[config.mk]
export PLATFORM = sky130hd
export DESIGN_NAME = rf_vote_accumulator
export DESIGN_NICKNAME = d
export VERILOG_FILES = /design/src/rtl/rf_vote_accumulator.sv
export SDC_FILE = /design/constraint.sdc
export NUM_CORES = 1
export LEC_CHECK = 0
export BUFFER_PORTS_ARGS = -buffer_cell sky130_fd_sc_hd__buf_2
export CAP_MARGIN = 30
export CELL_PAD_IN_SITES_DETAIL_PLACEMENT = 2
export CELL_PAD_IN_SITES_GLOBAL_PLACEMENT = 2
export CORE_ASPECT_RATIO = 0.8
export CORE_MARGIN = 4
export CORE_UTILIZATION = 38
export CTS_CLUSTER_DIAMETER = 50
export DETAILED_ROUTE_END_ITERATION = 8
export GPL_ROUTABILITY_DRIVEN = 0
export MAX_ROUTING_LAYER = met4
export PLACE_DENSITY_LB_ADDON = 0.1
export SLEW_MARGIN = 10
export SYNTH_ARGS = -nofsm -noshare
export SYNTH_HDL_FRONTEND = slang
export SYNTH_SLANG_ARGS = --single-unit
export TNS_END_PERCENT = 100
[constraint.sdc]
create_clock -name clk -period 4.3 [get_ports clk]
set_input_delay 1.29 -clock clk [delete_from_list [all_inputs] [get_ports clk]]
set_output_delay 1.29 -clock clk [all_outputs]
set_load 0.05 [all_outputs]
[src/rtl/rf_vote_accumulator.sv]
// rtl/rf_vote_accumulator.sv - per-sample random-forest vote histogram and majority reduction
//
// Pops NUM_TREE class votes from the tree-result FIFO, builds a per-class
// histogram, reduces it to the majority class with a one-class-per-cycle
// argmax, and offers the result on a valid/ready port.
//
// Ports:
//   clk, rst_n      clock, asynchronous active-low reset
//   i_start         begin a new sample (honoured only when idle)
//   i_abort         return to idle from any state, discarding the sample
//   i_vote          FIFO front data (class index)
//   i_vote_vld      i_vote is valid this cycle (pop issued last cycle)
//   i_fifo_empty    FIFO empty flag
//   o_pop           FIFO pop request (combinational)
//   o_busy          high in every state except idle
//   o_result_vld    result valid, held until i_result_rdy
//   i_result_rdy    result accepted when o_result_vld & i_result_rdy
//   o_result_cls    majority class (ties go to lowest index)
//   o_result_cnt    vote count of the majority class
//   o_bad_vote      sticky per sample: a vote >= NUM_CLASS was received

module rf_vote_accumulator #(
  parameter int VOTE_W    = 4,
  parameter int NUM_CLASS = 8,
  parameter int NUM_TREE  = 16,
  parameter int CNT_W     = $clog2(NUM_TREE + 1)
) (
  input  logic              clk,
  input  logic              rst_n,
  input  logic              i_start,
  input  logic              i_abort,
  input  logic [VOTE_W-1:0] i_vote,
  input  logic              i_vote_vld,
  input  logic              i_fifo_empty,
  output logic              o_pop,
  output logic              o_busy,
  output logic              o_result_vld,
  input  logic              i_result_rdy,
  output logic [VOTE_W-1:0] o_result_cls,
  output logic [CNT_W-1:0]  o_result_cnt,
  output logic              o_bad_vote
);

  typedef enum logic [1:0] {S_IDLE, S_COLLECT, S_REDUCE, S_DONE} state_t;

  localparam logic [CNT_W-1:0]  NT       = CNT_W'(NUM_TREE);
  localparam logic [CNT_W-1:0]  NT_M1    = CNT_W'(NUM_TREE - 1);
  localparam logic [CNT_W-1:0]  CNT_ONE  = CNT_W'(1);
  localparam logic [VOTE_W-1:0] LAST_IDX = VOTE_W'(NUM_CLASS - 1);
  localparam logic [VOTE_W-1:0] IDX_ONE  = VOTE_W'(1);
  localparam logic [VOTE_W:0]   NC_EXT   = (VOTE_W + 1)'(NUM_CLASS);

  state_t            state;
  logic [CNT_W-1:0]  hist [NUM_CLASS];
  logic [CNT_W-1:0]  pop_cnt;
  logic [CNT_W-1:0]  rcv_cnt;
  logic [VOTE_W-1:0] idx;
  logic [CNT_W-1:0]  cur_cnt;
  logic              vote_ok;

  // Histogram entry under the reduction pointer.
  always_comb begin
    cur_cnt = '0;
    for (int c = 0; c < NUM_CLASS; c++) begin
      if (idx == VOTE_W'(c)) cur_cnt = hist[c];
    end
  end

  assign vote_ok = ({1'b0, i_vote} < NC_EXT);
  assign o_busy  = (state != S_IDLE);
  // Abort suppresses the pop in its own cycle so nothing new enters flight.
  assign o_pop   = (state == S_COLLECT) && !i_abort && !i_fifo_empty && (pop_cnt < NT);

  // o_result_cnt doubles as the running best count during REDUCE; it is
  // cleared on start, so an all-bad sample reduces to cls=0, cnt=0.
  always_ff @(posedge clk or negedge rst_n) begin
    if (!rst_n) begin
      state        <= S_IDLE;
      pop_cnt      <= '0;
      rcv_cnt      <= '0;
      idx          <= '0;
      o_result_vld <= 1'b0;
      o_result_cls <= '0;
      o_result_cnt <= '0;
      o_bad_vote   <= 1'b0;
      for (int c = 0; c < NUM_CLASS; c++) hist[c] <= '0;
    end else if (i_abort) begin
      state        <= S_IDLE;
      o_result_vld <= 1'b0;
    end else begin
      case (state)
        S_IDLE: begin
          if (i_start) begin
            state        <= S_COLLECT;
            pop_cnt      <= '0;
            rcv_cnt      <= '0;
            idx          <= '0;
            o_result_cls <= '0;
            o_result_cnt <= '0;
            o_bad_vote   <= 1'b0;
            for (int c = 0; c < NUM_CLASS; c++) hist[c] <= '0;
          end
        end
        S_COLLECT: begin
          if (o_pop) pop_cnt <= pop_cnt + CNT_ONE;
          if (i_vote_vld) begin
            rcv_cnt <= rcv_cnt + CNT_ONE;
            if (vote_ok) begin
              for (int c = 0; c < NUM_CLASS; c++) begin
                if (i_vote == VOTE_W'(c)) hist[c] <= hist[c] + CNT_ONE;
              end
            end else begin
              o_bad_vote <= 1'b1;
            end
            if (rcv_cnt == NT_M1) begin
              state <= S_REDUCE;
              idx   <= '0;
            end
          end
        end
        S_REDUCE: begin
          // Strict compare keeps the earliest (lowest) index on ties.
          if (cur_cnt > o_result_cnt) begin
            o_result_cls <= idx;
            o_result_cnt <= cur_cnt;
          end
          if (idx == LAST_IDX) begin
            state        <= S_DONE;
            o_result_vld <= 1'b1;
          end else begin
            idx <= idx + IDX_ONE;
          end
        end
        S_DONE: begin
          if (i_result_rdy) begin
            state        <= S_IDLE;
            o_result_vld <= 1'b0;
          end
        end
        default: state <= S_IDLE;
      endcase
    end
  end

endmodule

==> results.txt <==
Post-DRT Antenna Nets: 0
Starting density of the core: 0.395
Synth top area cells: dfrtp_1 (41%), ha_1 (7.6%), o21ai_0 (5.6%), nand3_1 (4.7%), nor2_1 (4.5%)
FILL cells: 1157
Via count of the first global-routing pass: 3928
I/O pins: 24
Remaining routing DRC violations: 0
Final wirelength: 12600 µm
Worst path slowest cell: a2111oi_0
Post-layout util: 0.450
Mapped Nets: 507
Measured slew at the worst slew-check pin: 821 ps
CP cell instances: inv_1 > ha_1 > and3b_1 > a2111oi_0 > o22ai_1 > a21oi_1 > nor2_1 > ha_1 > and3_1 > o21ai_0 > a2111oi_4 > buf_4 > o21ai_0 > o22ai_1
Fin. max-slew vios: 0
Num rows: 33
Async set-or-reset flop fraction in the synthesized netlist: 1.00
NumNets Final: 522
CP arrival: 4050 ps
Net Sw Frac: 0.371
Clk pwr share: 0.353
Clock root buffer: clkbuf_16
Maxcap violations: 0
Maximum vdd drop: 0.000283 V
Setup Total Neg Slack: 0 ps
Num Clock Sinks: 67
Die Width: 125 µm
First-pass GRT wire length: 21200 µm
TritonCTS clock tree: built
Post-synthesis cell type count: 45
Post-CTS Hold Buffers: 0
Hold Path Class: reg -> reg
Clock latency at the later pin of the worst-skew pair: 340 ps
Comb pwr share: 0.311
Cts bufs inserted: 9
CP bufs+invs: 2
Layout cells sized above 1: 0.128
Crit path kind: reg -> reg
Clock-pin transition on the worst setup and hold timing paths: 60 ps
Initial antenna violation count: 0
Fin crit period: 3800 ps
Setup WS post-layout: 497 ps
Post-synthesis register bit count: 67
Count leader, synth: dfrtp_1
P per Cell Area: 451 nW/µm²
Crit share post-route: 0.884
Die Height: 101 µm
CP Capture Type: flop
Core area: 10400 µm²
Share of power burned in registers: 0.336
Total power: 2.12 mW
CP startpoint kind: flop
Hpwl dp: 9020 µm
Clk buf depth: 2
Drt pass-1 iters: 6
Critical Path Fanout Max: 12
Top cells by count, synth: dfrtp_1 (67), nor2_1 (49), nand2_1 (47)
Slowest cell delay on critical path: 460 ps
Buffers on Ports: 23
Switching power: 786 µW
RSZ-0062 raised after global routing: no
Die ar.: 12600 µm²
Slew margin rel.: 0.445
Number of enable flip-flop cells after synthesis: 0
Clk_skew: 4.72 ps
Worst EP required: 4550 ps
# setup viols final: 0
Area grow syn2layout: 13.7%
Vias: 3575
Largest net degree at the start of global routing: 68
Fmax: 263 MHz
Sequential area share after synthesis: 0.406
Synth Warn #: 0
H-tree Lvls: 3
DR vias/cell: 5.67
N_diodes: 0
LEAKAGE: 2.09 nW
Share of the synthesized area in the top cell type: 0.406
Cell family with most CP delay: compound AO/OA/AOI/OAI gates
Place WS: 332 ps
Biggest area consumer among synthesized cells: dfrtp_1
Pint: 1.33 mW
Main synth FF type: dfrtp_1
Final hold violations: 0
Avg Cell Area, Syn: 8.77 µm²
Syn Inst Count: 471
Synth Cell Area: 4130 µm²
Status: complete, no violations
Tot GR Track Use: 0.218
Grt total ovfl: 0
Iter 0 DRT Violations: 148
Routed len/inst: 20.0 µm
## kinds of logic after synthesis
| kind of cell | share of synthesized area |
|---|---|
| adder cells (fa/ha/maj) | 0.0757 |
| flip-flops | 0.406 |
| buffers and inverters | 0.0503 |
| XOR/XNOR | 0.0509 |
| multiplexers | 0.0121 |
| AO/OA/AOI/OAI | 0.156 |
| AND/OR/NAND/NOR | 0.249 |
## cell usage in the layout (no fill, tap or decap), drive strengths merged, types with 2 or more instances in the layout
master   synthesis  final
or3              5      5
dfrtp           67     67
nor2            49     49
o22ai            9      9
mux2i            5      5
nor4             5      5
clkinv           0      3
nand2           47     47
nand4            6      6
and3            13     13
xnor2            4      4
a2111oi          7      7
o21ai           46     46
ha              25     25
a221oi           2      2
or2              3      3
nor4b            4      4
a22o             4      4
nand3           39     39
clkbuf          18     11
o221ai           4      4
a21oi           23     23
nor2b            8      8
xor2            20     20
nand3b           4      4
inv             19     19
buf             11     33
nand2b           9      9
and3b            4      4
## per-stage QoR
stage	area, µm²	hold slack, ps	instances
6_report	4700	492	631
5_1_grt	4700	544	631
4_1_cts	4650	500	628
3_5_place_dp	4360	485	612
3_3_place_gp	4360	477	612
2_1_floorplan	4140	473	471
## repair_timing
action,4_1_cts,5_1_grt
setup buffers,0,2
setup endpoints to repair,0,5
gates resized for setup,0,1
## worst paths after layout
check / end / slack, ps / from / cells past startpoint
worst max-delay path: o_result_cnt[2] / 500 / idx[1] / 14
worst min-delay path: o_bad_vote / 490 / o_bad_vote / 2
worst max register to register: o_result_cnt[2] / 500 / idx[1] / 14
worst min register to register: o_bad_vote / 490 / o_bad_vote / 2
max in group asynchronous: hist[26] / 2810 / rst_n / 3
min in group asynchronous: hist[20] / 940 / rst_n / 2
## power by group through the flow
stage	Combinational, mW	Clock, mW	Sequential (mW)
after floorplan	0.459	0	0.726
final	0.659	0.747	0.713
after CTS	0.661	0.768	0.713
after global routing	0.734	0.807	0.720
after global placement	0.625	0	0.721
after detailed placement	0.654	0	0.723
## cell type report
cell class | instances | area (µm²) | area share
Clock buffer | 11 | 243 | 0.0517
Inverter | 19 | 71.3 | 0.0152
Clock inverter | 5 | 52.6 | 0.0112
Tap cell | 140 | 175 | 0.0373
Timing Repair Buffer | 33 | 210 | 0.0447
Multi-Input combinational cell | 356 | 2270 | 0.483
Sequential cell | 67 | 1680 | 0.357
## worst register-to-register path, stage by stage, from the launching register on
cell	delay [ps]
dfrtp_1	420
inv_1	120
ha_1	380
and3b_1	220
a2111oi_0	460
o22ai_1	150
a21oi_1	280
nor2_1	90
ha_1	300
and3_1	180
o21ai_0	160
a2111oi_4	420
buf_4	250
o21ai_0	100
o22ai_1	180
## state kept, by name, summed over array words and instances (netlist names)
signal	count
hist	40
idx	4
o_bad_vote	1
o_result_cls	4
o_result_cnt	5
o_result_vld	1
pop_cnt	5
rcv_cnt	5
state	2
## per-layer routing
| layer | track usage | up-vias | part of all wire |
|---|---|---|---|
| met5 | - | - | 0 |
| met4 | 0.0623 | 0 | 0.017 |
| met3 | 0.0464 | 18 | 0.024 |
| met2 | 0.345 | 33 | 0.47 |
| met1 | 0.285 | 1844 | 0.49 |
| li1 | - | 1680 | - |
(Power assumes the default switching activity.)
